<file path="src/rtl/i1_capture_fifo.sv">
// ----------------------------------------------------------------------------
// i1_capture_fifo
//
// Capture stage behind the i1 combinational decode block. The 16 decode
// outputs are sampled as one packed word. Each accepted word is tagged with a
// free-running cycle timestamp and buffered in a small circular FIFO. The FIFO
// is drained through a valid/ready handshake.
//
// Optional feature (macro I1_CAP_CHANGE_ONLY_EN):
//   When the macro is defined, a word is pushed only if it is the first one
//   after reset or if it differs from the last accepted word. Only transitions
//   of the decode outputs are logged. When the macro is undefined, every
//   in_valid cycle pushes.
//
// Parameters:
//   DEPTH  FIFO entries (power of two, >= 2)
//   TS_W   timestamp width
//
// Ports:
//   clk        rising-edge clock
//   rst        synchronous active-high reset
//   in_valid   in_word is meaningful this cycle
//   in_word    packed i1 outputs {V38_0, V30_0, V28_0, V37_0, V27_0..V27_4,
//              V36_0, V35_0, V34_0, V33_0, V32_0, V31_0, V29_0}
//   out_valid  FIFO head is valid
//   out_ready  consumer takes the head this cycle
//   out_word   head word (0 while empty)
//   out_ts     head timestamp (0 while empty)
//   count      occupancy, 0..DEPTH
//   overflow   sticky: a push was dropped because the FIFO was full
//   clr_ovf    clears overflow (a simultaneous drop wins)
// ----------------------------------------------------------------------------
module i1_capture_fifo #(
    parameter int DEPTH = 4,
    parameter int TS_W  = 8
) (
    input  logic                     clk,
    input  logic                     rst,
    input  logic                     in_valid,
    input  logic [15:0]              in_word,
    output logic                     out_valid,
    input  logic                     out_ready,
    output logic [15:0]              out_word,
    output logic [TS_W-1:0]          out_ts,
    output logic [$clog2(DEPTH):0]   count,
    output logic                     overflow,
    input  logic                     clr_ovf
);

    localparam int AW = $clog2(DEPTH);
    localparam int CW = AW + 1;
    localparam logic [CW-1:0] FULL_CNT = CW'(DEPTH);

    // State
    logic [TS_W-1:0] ts_q,  ts_d;
    logic [AW-1:0]   wp_q,  wp_d;
    logic [AW-1:0]   rp_q,  rp_d;
    logic [CW-1:0]   cnt_q, cnt_d;
    logic            ovf_q, ovf_d;

    logic [15:0]     word_mem [DEPTH];
    logic [TS_W-1:0] tag_mem  [DEPTH];

    // Control
    logic accept;
    logic push_req;
    logic full;
    logic pop;
    logic do_push;
    logic drop;

`ifdef I1_CAP_CHANGE_ONLY_EN
    logic        first_q, first_d;
    logic [15:0] last_q,  last_d;

    assign accept = first_q | (in_word != last_q);

    always_comb begin
        first_d = first_q;
        last_d  = last_q;
        // Only an accepted push moves the reference; dropped words do not.
        if (do_push) begin
            first_d = 1'b0;
            last_d  = in_word;
        end
    end

    always_ff @(posedge clk) begin
        if (rst) begin
            first_q <= 1'b1;
            last_q  <= 16'h0000;
        end else begin
            first_q <= first_d;
            last_q  <= last_d;
        end
    end
`else
    assign accept = 1'b1;
`endif

    assign push_req = in_valid & accept;
    assign full     = (cnt_q == FULL_CNT);
    // A reset cycle never reports a head, so it can never report a pop.
    assign out_valid = (cnt_q != '0) & ~rst;
    assign pop       = out_valid & out_ready;
    // When full, a same-cycle pop frees the slot the push needs.
    assign do_push   = push_req & (~full | pop);
    assign drop      = push_req & full & ~pop;

    always_comb begin
        ts_d  = ts_q + 1'b1;
        wp_d  = wp_q;
        rp_d  = rp_q;
        cnt_d = cnt_q;
        ovf_d = ovf_q;

        if (do_push) wp_d = wp_q + 1'b1;   // AW-bit pointers wrap modulo DEPTH
        if (pop)     rp_d = rp_q + 1'b1;

        case ({do_push, pop})
            2'b10:   cnt_d = cnt_q + 1'b1;
            2'b01:   cnt_d = cnt_q - 1'b1;
            default: cnt_d = cnt_q;
        endcase

        // Set has priority over clear.
        if (drop)         ovf_d = 1'b1;
        else if (clr_ovf) ovf_d = 1'b0;
    end

    always_ff @(posedge clk) begin
        if (rst) begin
            ts_q  <= '0;
            wp_q  <= '0;
            rp_q  <= '0;
            cnt_q <= '0;
            ovf_q <= 1'b0;
        end else begin
            ts_q  <= ts_d;
            wp_q  <= wp_d;
            rp_q  <= rp_d;
            cnt_q <= cnt_d;
            ovf_q <= ovf_d;
        end
    end

    // Storage needs no reset: entries are only read while counted valid.
    always_ff @(posedge clk) begin
        if (!rst && do_push) begin
            word_mem[wp_q] <= in_word;
            tag_mem[wp_q]  <= ts_q;
        end
    end

    assign out_word = out_valid ? word_mem[rp_q] : 16'h0000;
    assign out_ts   = out_valid ? tag_mem[rp_q]  : '0;
    assign count    = cnt_q;
    assign overflow = ovf_q;

endmodule

</file>
<file path="config.mk">
export PLATFORM = sky130hd
export DESIGN_NAME = i1_capture_fifo
export DESIGN_NICKNAME = d
export VERILOG_FILES = /design/src/rtl/i1_capture_fifo.sv
export SDC_FILE = /design/constraint.sdc
export NUM_CORES = 1
export LEC_CHECK = 0
export CORE_MARGIN = 2
export CORE_UTILIZATION = 50
export CTS_BUF_LIST = sky130_fd_sc_hd__clkbuf_16
export DETAILED_ROUTE_END_ITERATION = 10
export PLACE_DENSITY_LB_ADDON = 0.1
export SLEW_MARGIN = 25
export SYNTH_ARGS = -nofsm -noshare
export SYNTH_HDL_FRONTEND = slang
export SYNTH_SLANG_ARGS = --single-unit
export TNS_END_PERCENT = 1
</file>
<file path="constraint.sdc">
create_clock -name clk -period 3.1 [get_ports clk]
set_clock_uncertainty 0.05 [all_clocks]
set_input_delay 0.465 -clock clk [delete_from_list [all_inputs] [get_ports clk]]
set_output_delay 0.465 -clock clk [all_outputs]
set_load 0.02 [all_outputs]
</file>
==> results of run 1 <==
synthesized netlist by cell type, types with 4 or more instances:
cell / number
and2_1: 4
buf_6: 6
dfxtp_1: 18
edfxtp_1: 96
ha_1: 5
inv_1: 5
mux4_1: 4
mux4_2: 20
nand3_1: 4
nor2_1: 19
nor2b_1: 20
xor2_1: 7
layer usage:
metal  share of wire, %  GRT usage, %
met5                  0             0
met3                3.5          4.64
met1                 44          21.1
met4                1.7          8.85
met2                 51          27.2
state kept, by name (all words and copies together) (netlist names), named ones only:
register / flops
wp_q: 2
rp_q: 2
count: 3
word_mem: 64
ts_q: 8
overflow: 1
tag_mem: 32
worst paths after layout:
kind / to / depth (start not counted)
setup / recovery: out_word[0] / 5
setup reg to reg: count[2] / 7
hold / removal: overflow / 2
hold reg to reg: overflow / 2
report_power, final:
part	leakage [nW]	internal (W)	switching (W)
logic	0.654	0.000389	0.000362
clock network	0.324	0.00158	0.000650
registers	1.03	0.00173	0.0000366
per-stage QoR:
step	hold slack, ps	cells	utilization (%)	total power, W
6_report	423	437	66.8	0.00475
5_1_grt	439	437	66.8	0.00492
4_1_cts	426	437	66.8	0.00480
3_5_place_dp	412	405	59.0	0.00256
2_1_floorplan	384	249	-	0.00234
3_3_place_gp	408	405	59.0	0.00255
cells by family (layout without fill, tap and decap cells):
family | Yosys count | in the layout | synth area share (%)
AO/OA/AOI/OAI | 9 | 9 | 1.47
flip-flops | 114 | 114 | 70.7
multiplexers | 27 | 27 | 12.8
adder cells (fa/ha/maj) | 6 | 6 | 1.80
AND/OR/NAND/NOR | 65 | 65 | 8.57
buffers and inverters | 18 | 98 | 2.67
XOR/XNOR | 10 | 10 | 1.91
worst reg2reg max path, stage by stage (launching register included):
cell     delay [ps]
dfxtp_1         370
or2_1           300
nor2_1           80
or3b_2          460
fa_1            410
or3b_1          390
a31oi_1         180
a21oi_1          80
area by class of cell:
| cell class | count | area (um^2) |
|---|---|---|
| Sequential cell | 114 | 3240 |
| Inverter | 5 | 18.8 |
| Fill cell | 596 | 2920 |
| Timing Repair Buffer | 61 | 581 |
| Clock inverter | 15 | 263 |
| Clock buffer | 17 | 425 |
| Multi-Input combinational cell | 117 | 1220 |
| Tap cell | 108 | 135 |
==> run_results.csv, run 1 <==
group,metric,value,unit
outcome,status,"completed",
global_routing,grt_overflow,0,
clock_tree,cts_buffers,17,
die,die_h,99.8,um
sta,worst_slew_pin_slew,373,ps
sta,rsz0062_at_grt,"no",
yosys,syn_area,4580,um^2
route,ant_nets,0,
clock_tree,clock_latency,400,ps
pwr,powerDensity,808,nW/um^2
yosys,synth.area.top_cells,"edfxtp_1, mux4_2, dfxtp_1, nor2b_1, mux4_1",
yosys,synthArstFlopShare,0,%
yosys,synth_top_area_cell,"edfxtp_1",
critical_path,startpoint,"count[0]",
cells_and_area,fin_area,5890,um^2
critical_path,critPathTopFamily,"simple AND/OR/NAND/NOR gates",
yosys,yosysUniqueCellTypes,38,
pwr,irDropWorstVdd,0.437,mV
global_routing,grt_max_degree,26,
global_routing,track_usage,16.9,%
critical_path,path_cells,"or2_1 > nor2_1 > or2_4 > and2b_1 > clkdlybuf4s50_1",
placement,hpwlAfterDp,4.43,mm
cells_and_area,layout-drive-gt1-share,22.2,%
route,dr_total_vias,2310,
die,core_area,8810,um^2
global_routing,antenna_found_initial,0,
cells_and_area,area_growth,28.4,%
clock_tree,path_clk_slew,50,ps
flow_run,cap_violations,0,
die,num_io_pins,50,
cells_and_area,final_nets,343,
route,via_per_inst,5.29,
critical_path,crit_fanout,25,
placement,dpl-instance-area,5200,um^2
clock_tree,cts-resized-gates,0,
critical_path,cpPeakStageDelay,590,ps
cells_and_area,antenna_cells,0,
sta,slew_violations,0,
placement,pre_cts_slack,189,ps
critical_path,start_kind,"flip-flop",
yosys,yosys_register_bits,114,
sta,post-route-period-util,92.6,%
clock_tree,root_buffer,"clkbuf_16",
die,core.rowCount,34,
cells_and_area,most-common-layout-cells,"edfxtp_1, clkdlybuf4s50_1, mux4_2, nor2b_1, nor2_1",
min_path,hp-start,"overflow",
sta,max_freq,348,MHz
critical_path,cp.required,2580,ps
critical_path,critPathCaptureType,"output pin",
clock_tree,cts_tree,"done",
route,drt_iter0_drc,117,
yosys,syn_area_per_cell,18.4,um^2
sta,slew_headroom,75.1,%
route,drc,0,
sta,setup_viol,0,
cells_and_area,layout_commonest_cell,"edfxtp_1",
sta,tns,0,ps
placement,gp_congestion,0.726,
yosys,synth_cells,249,
yosys,yosysWarnings,0,
yosys,yosys.area.top_type_share,62.9,%
critical_path,cp_slowest_cell,"clkdlybuf4s50_1",
clock_tree,cts.sinks,114,
clock_tree,clockBufferDepth,2,
critical_path,critical_path_class,"flip-flop to output pin",
sta,setup_slack,230,ps
critical_path,arrival,2360,ps
min_path,hp-class,"flip-flop to flip-flop",
clock_tree,h-tree-depth,4,
clock_tree,postCtsSetupRepairBufs,0,
global_routing,grt_pass1_wl,12.2,mm
pwr,leakagePower,2.01,nW
critical_path,r2r_slack,670,ps
sta,fin_crit,2870,ps
placement,io_buffers,49,
yosys,ys_seq_area_share,70.7,%
die,start_util,52.1,%
critical_path,r2r-start,"count[0]",
route,first_pass_iters,4,
yosys,syn_nets,276,
route,wl,7.59,mm
die,die_w,99.8,um
die,dieArea,9950,um^2
clock_tree,holdBufCountCts,0,
global_routing,grt_pass1_vias,2406,
route,wl_per_cell,17.4,um
yosys,synth_edf_count,96,
yosys,ys_dominant_reg_cell,"edfxtp_1",
critical_path,cp_num_buf_inv,1,
sta,finalHoldViolCount,0,
No activity file was read; power rests on OpenSTA's default activity.
==> run 2: changes to the inputs <==
- CTS_CLUSTER_DIAMETER: default -> 80
- clock period: 3.1 -> 3.6 ns (I/O delays scaled with it)
==> run_results.csv, run 2 (synthesis results as in run 1) <==
group,metric,value,unit
global_routing,grt_pass1_wl,12.1,mm
route,first_pass_iters,4,
sta,rsz0062_at_grt,"no",
critical_path,r2r-start,"count[0]",
die,start_util,52.1,%
pwr,powerDensity,665,nW/um^2
min_path,hp-start,"overflow",
clock_tree,path_clk_slew,50,ps
cells_and_area,most-common-layout-cells,"edfxtp_1, clkdlybuf4s50_1, mux4_2, nor2b_1, nor2_1",
critical_path,reg2reg_depth,7,
sta,worst_slew_pin_slew,466,ps
cells_and_area,layout_commonest_cell,"edfxtp_1",
sta,tns,0,ps
sta,finalHoldViolCount,0,
global_routing,grt.met1_usage,20.7,%
placement,io_buffers,49,
cells_and_area,layout-drive-gt1-share,20.4,%
critical_path,r2r_end,"count[2]",
global_routing,track_usage,16.6,%
clock_tree,cts-resized-gates,0,
clock_tree,holdBufCountCts,0,
critical_path,critical_path_class,"flip-flop to output pin",
flow_run,cap_violations,0,
clock_tree,h-tree-depth,4,
cells_and_area,reg_top3,"word_mem x64, tag_mem x32, ts_q x8",
global_routing,grt_overflow,0,
die,dieArea,9950,um^2
die,die_w,99.8,um
clock_tree,cts_tree,"done",
sta,setup_viol,0,
route,wl,7.24,mm
route,ant_nets,0,
clock_tree,postCtsSetupRepairBufs,0,
clock_tree,clock_latency,400,ps
global_routing,grt_pass1_vias,2351,
critical_path,cp_slowest_cell,"dfxtp_2",
route,drc,0,
sta,max_freq,323,MHz
route,via_per_inst,5.26,
pwr,leakagePower,1.95,nW
pwr,irDropWorstVdd,0.360,mV
min_path,min_to,"overflow",
sta,slew_headroom,68.9,%
global_routing,grtUsageMet2,26.4,%
critical_path,cpPeakStageDelay,610,ps
cells_and_area,largest_reg_flops,64,
clock_tree,root_buffer,"clkbuf_16",
critical_path,critPathTopFamily,"buffers and inverters",
sta,post-route-period-util,85.9,%
global_routing,busiest_layer,"met2",
clock_tree,clockBufferDepth,2,
route,drt_iter0_drc,90,
critical_path,cp.required,3010,ps
global_routing,grt_max_degree,26,
min_path,min_path_cells,2,
critical_path,start_kind,"flip-flop",
critical_path,cp_num_buf_inv,2,
die,num_io_pins,50,
critical_path,arrival,2500,ps
critical_path,crit_fanout,13,
route,wl_per_cell,16.8,um
global_routing,antenna_found_initial,0,
pwr,total_power,0.00384,W
global_routing,met3_usage,5.20,%
route,dr_total_vias,2268,
clock_tree,cts.sinks,114,
cells_and_area,top_register,"word_mem",
cells_and_area,antenna_cells,0,
sta,slew_violations,0,
critical_path,critPathCaptureType,"output pin",
die,die_h,99.8,um
die,core_area,8810,um^2
die,core.rowCount,34,
cells_and_area,area_growth,25.8,%
cells_and_area,final_nets,338,
sta,fin_crit,3090,ps
min_path,hp-class,"flip-flop to flip-flop",
outcome,status,"completed",
clock_tree,cts_buffers,17,
critical_path,path_cells,"buf_12 > mux4_1 > nor2b_1 > clkdlybuf4s50_1",
critical_path,r2r_slack,1110,ps
placement,gp_congestion,0.683,
placement,hpwlAfterDp,4.27,mm
[run 2: cell types whose count changed in the layout (fill, tap and decap cells not counted), sizes merged]
| cell | change |
|---|---|
| clkinv | +2 |
| buf | -5 |
| inv | +1 |
| clkinvlp | -1 |
| bufinv | -3 |
[run 2: how the worst max path moves through the flow]
stage	startpoint	end	cells past startpoint
floorplan	rst	count[2]	6
global placement	rst	count[2]	7
detailed placement	rst	count[2]	7
CTS	flip-flop	out_word[15]	4
global route	flip-flop	out_word[15]	4
finish	flip-flop	out_word[15]	4
[run 2: routing by layer]
metal,up-vias,share of wire (%)
met5,-,0
met3,6,3.6
met2,47,51
li1,1075,-
met4,0,1.1
met1,1140,44
[run 2: power breakdown]
group | leakage, nW | switching, W | total, W | internal (W)
sequential | 1.03 | 0.0000562 | 0.00155 | 0.00149
combinational | 0.632 | 0.000285 | 0.000621 | 0.000336
clock | 0.294 | 0.000531 | 0.00167 | 0.00114
total | 1.95 | 0.000872 | 0.00384 | 0.00297
[run 2: metrics by stage]
stage | utilization (%) | hold WS (ps) | cells | cell area, um^2 | setup slack, ps
final | 65.5 | 428 | 431 | 5770 | 509
after global routing | 65.5 | 460 | 431 | 5770 | 379
after CTS | 65.5 | 438 | 431 | 5770 | 437
after detailed placement | 58.7 | 423 | 400 | 5170 | 436
after global placement | 58.7 | 404 | 400 | 5170 | 524
after floorplan | - | 384 | 249 | 4580 | 1210
[run 2: worst register-to-register path, delay by kind of cell (launching register included)]
family                     cells  cell delay [ps]
DFF                            1              380
AOI/OAI and AO/OA              2              270
and+or+nand+nor                4             1240
adders and majority gates      1              410
[run 2: final cells by class]
cell class / count / area, um^2
clock inverter: 14 / 171
sequential: 114 / 3240
clock buffer: 17 / 425
tap: 108 / 135
timing repair buffer: 56 / 556
fill: 611 / 3040
inverter: 5 / 18.8
multi-input combinational: 117 / 1220
==> run 3: changes to the inputs <==
- CORE_MARGIN: 2 -> 4
==> run_results.csv, run 3 (synthesis results as in run 1) <==
group,metric,value,unit
clock_tree,h-tree-depth,4,
die,die_w,104,um
sta,fin_crit,3070,ps
clock_tree,holdBufCountCts,0,
clock_tree,root_buffer,"clkbuf_16",
cells_and_area,final_nets,338,
cells_and_area,layout_commonest_cell,"edfxtp_1",
sta,slew_violations,0,
clock_tree,cts_tree,"done",
sta,rsz0062_at_grt,"no",
route,ant_nets,0,
clock_tree,cts.sinks,114,
clock_tree,clock_latency,400,ps
min_path,min_path_cells,2,
cells_and_area,layout-drive-gt1-share,20.1,%
clock_tree,cts-resized-gates,0,
global_routing,grt_pass1_wl,12.6,mm
critical_path,r2r-start,"count[1]",
cells_and_area,stdcell_count,432,
route,via_per_inst,5.21,
critical_path,r2r_end,"count[2]",
die,die_h,104,um
global_routing,antenna_found_initial,0,
route,drc,0,
placement,placedCellCount,400,
placement,pre_cts_slack,483,ps
die,num_io_pins,50,
route,dr_total_vias,2251,
clock_tree,clockBufferDepth,2,
critical_path,r2r_slack,1170,ps
outcome,status,"completed",
global_routing,met3_usage,5.78,%
cells_and_area,largest_reg_flops,64,
global_routing,busiest_layer,"met2",
critical_path,cp_slowest_cell,"mux4_1",
cells_and_area,most-common-layout-cells,"edfxtp_1, clkdlybuf4s50_1, mux4_2, nor2b_1, nor2_1",
die,start_util,52.1,%
critical_path,arrival,2480,ps
die,core.rowCount,34,
pwr,irDropWorstVdd,0.382,mV
sta,setup_viol,0,
global_routing,grt.met1_usage,19.7,%
route,wl_per_cell,17.2,um
min_path,min_to,"overflow",
clock_tree,cts_buffers,17,
min_path,hp-start,"overflow",
critical_path,reg2reg_depth,7,
cells_and_area,area_growth,25.9,%
clock_tree,postCtsSetupRepairBufs,0,
sta,setup_slack,529,ps
sta,finalHoldViolCount,0,
critical_path,critical_path_class,"flip-flop to output pin",
sta,worst_slew_pin_slew,385,ps
placement,gp_congestion,0.737,
min_path,hp-class,"flip-flop to flip-flop",
cells_and_area,top_register,"word_mem",
global_routing,grt_max_degree,26,
sta,tns,0,ps
pwr,powerDensity,665,nW/um^2
critical_path,cp.required,3010,ps
route,drt_iter0_drc,77,
cells_and_area,reg_top3,"word_mem x64, tag_mem x32, ts_q x8",
clock_tree,path_clk_slew,50,ps
sta,max_freq,326,MHz
critical_path,critPathTopFamily,"buffers and inverters",
placement,hpwlAfterDp,4.52,mm
critical_path,path_cells,"buf_12 > mux4_1 > and2b_1 > clkdlybuf4s50_1",
global_routing,grtUsageMet2,24.2,%
global_routing,grt_overflow,0,
critical_path,cp_num_buf_inv,2,
flow_run,cap_violations,0,
placement,io_buffers,49,
route,first_pass_iters,4,
critical_path,crit_fanout,15,
sta,post-route-period-util,85.3,%
sta,slew_headroom,74.4,%
global_routing,track_usage,15.4,%
critical_path,critPathCaptureType,"output pin",
die,core_area,8810,um^2
route,wl,7.45,mm
critical_path,start_kind,"flip-flop",
cells_and_area,post-route-util,65.5,%
pwr,leakagePower,1.96,nW
cells_and_area,antenna_cells,0,
die,dieArea,10800,um^2
global_routing,grt_pass1_vias,2431,
critical_path,cpPeakStageDelay,590,ps
run 3: cell types whose count changed in the layout (fill, tap and decap cells not counted):
cell,previous run,this run
clkinv_1,2,3
clkinv_2,5,4
inv_1,6,7
run 3: worst max-delay path by stage:
| stage | startpoint | depth (start not counted) | to | slack [ps] |
|---|---|---|---|---|
| global placement | rst | 7 | count[2] | 500 |
| detailed placement | rst | 7 | count[2] | 480 |
| global route | flip-flop | 4 | out_word[1] | 360 |
| floorplan | rst | 6 | count[2] | 1210 |
| CTS | flip-flop | 4 | out_word[1] | 440 |
| finish | flip-flop | 4 | out_word[1] | 530 |
run 3: final cells by class:
class / count / area, um^2
clock buffer: 17 / 425
clock inverter: 15 / 174
fill: 617 / 3030
inverter: 5 / 18.8
multi-input combinational: 117 / 1220
sequential: 114 / 3240
tap: 108 / 135
timing repair buffer: 56 / 556
run 3: per-stage QoR:
stage	hold slack, ps	area, um^2	power (W)
3_5_place_dp	421	5170	0.00221
4_1_cts	430	5770	0.00388
3_3_place_gp	414	5170	0.00221
6_report	426	5770	0.00384
2_1_floorplan	384	4580	0.00202
5_1_grt	467	5770	0.00400
run 3: worst min-delay path, stage by stage, from the launching register on:
cell and delay [ps]:
dfxtp_1 310, nand2b_1 60, a21oi_1 50
run 3: routing by layer:
metal  vias up  share of wire, %
li1       1075                 -
met1      1119                44
met2        47                50
met3        10               4.4
met4         0               1.3
met5         -                 0
run 3: power breakdown:
part / internal, W / switching, W / leakage (nW)
clock network: 0.00114 / 0.000529 / 0.297
logic: 0.000336 / 0.000291 / 0.632
registers: 0.00149 / 0.0000497 / 1.03
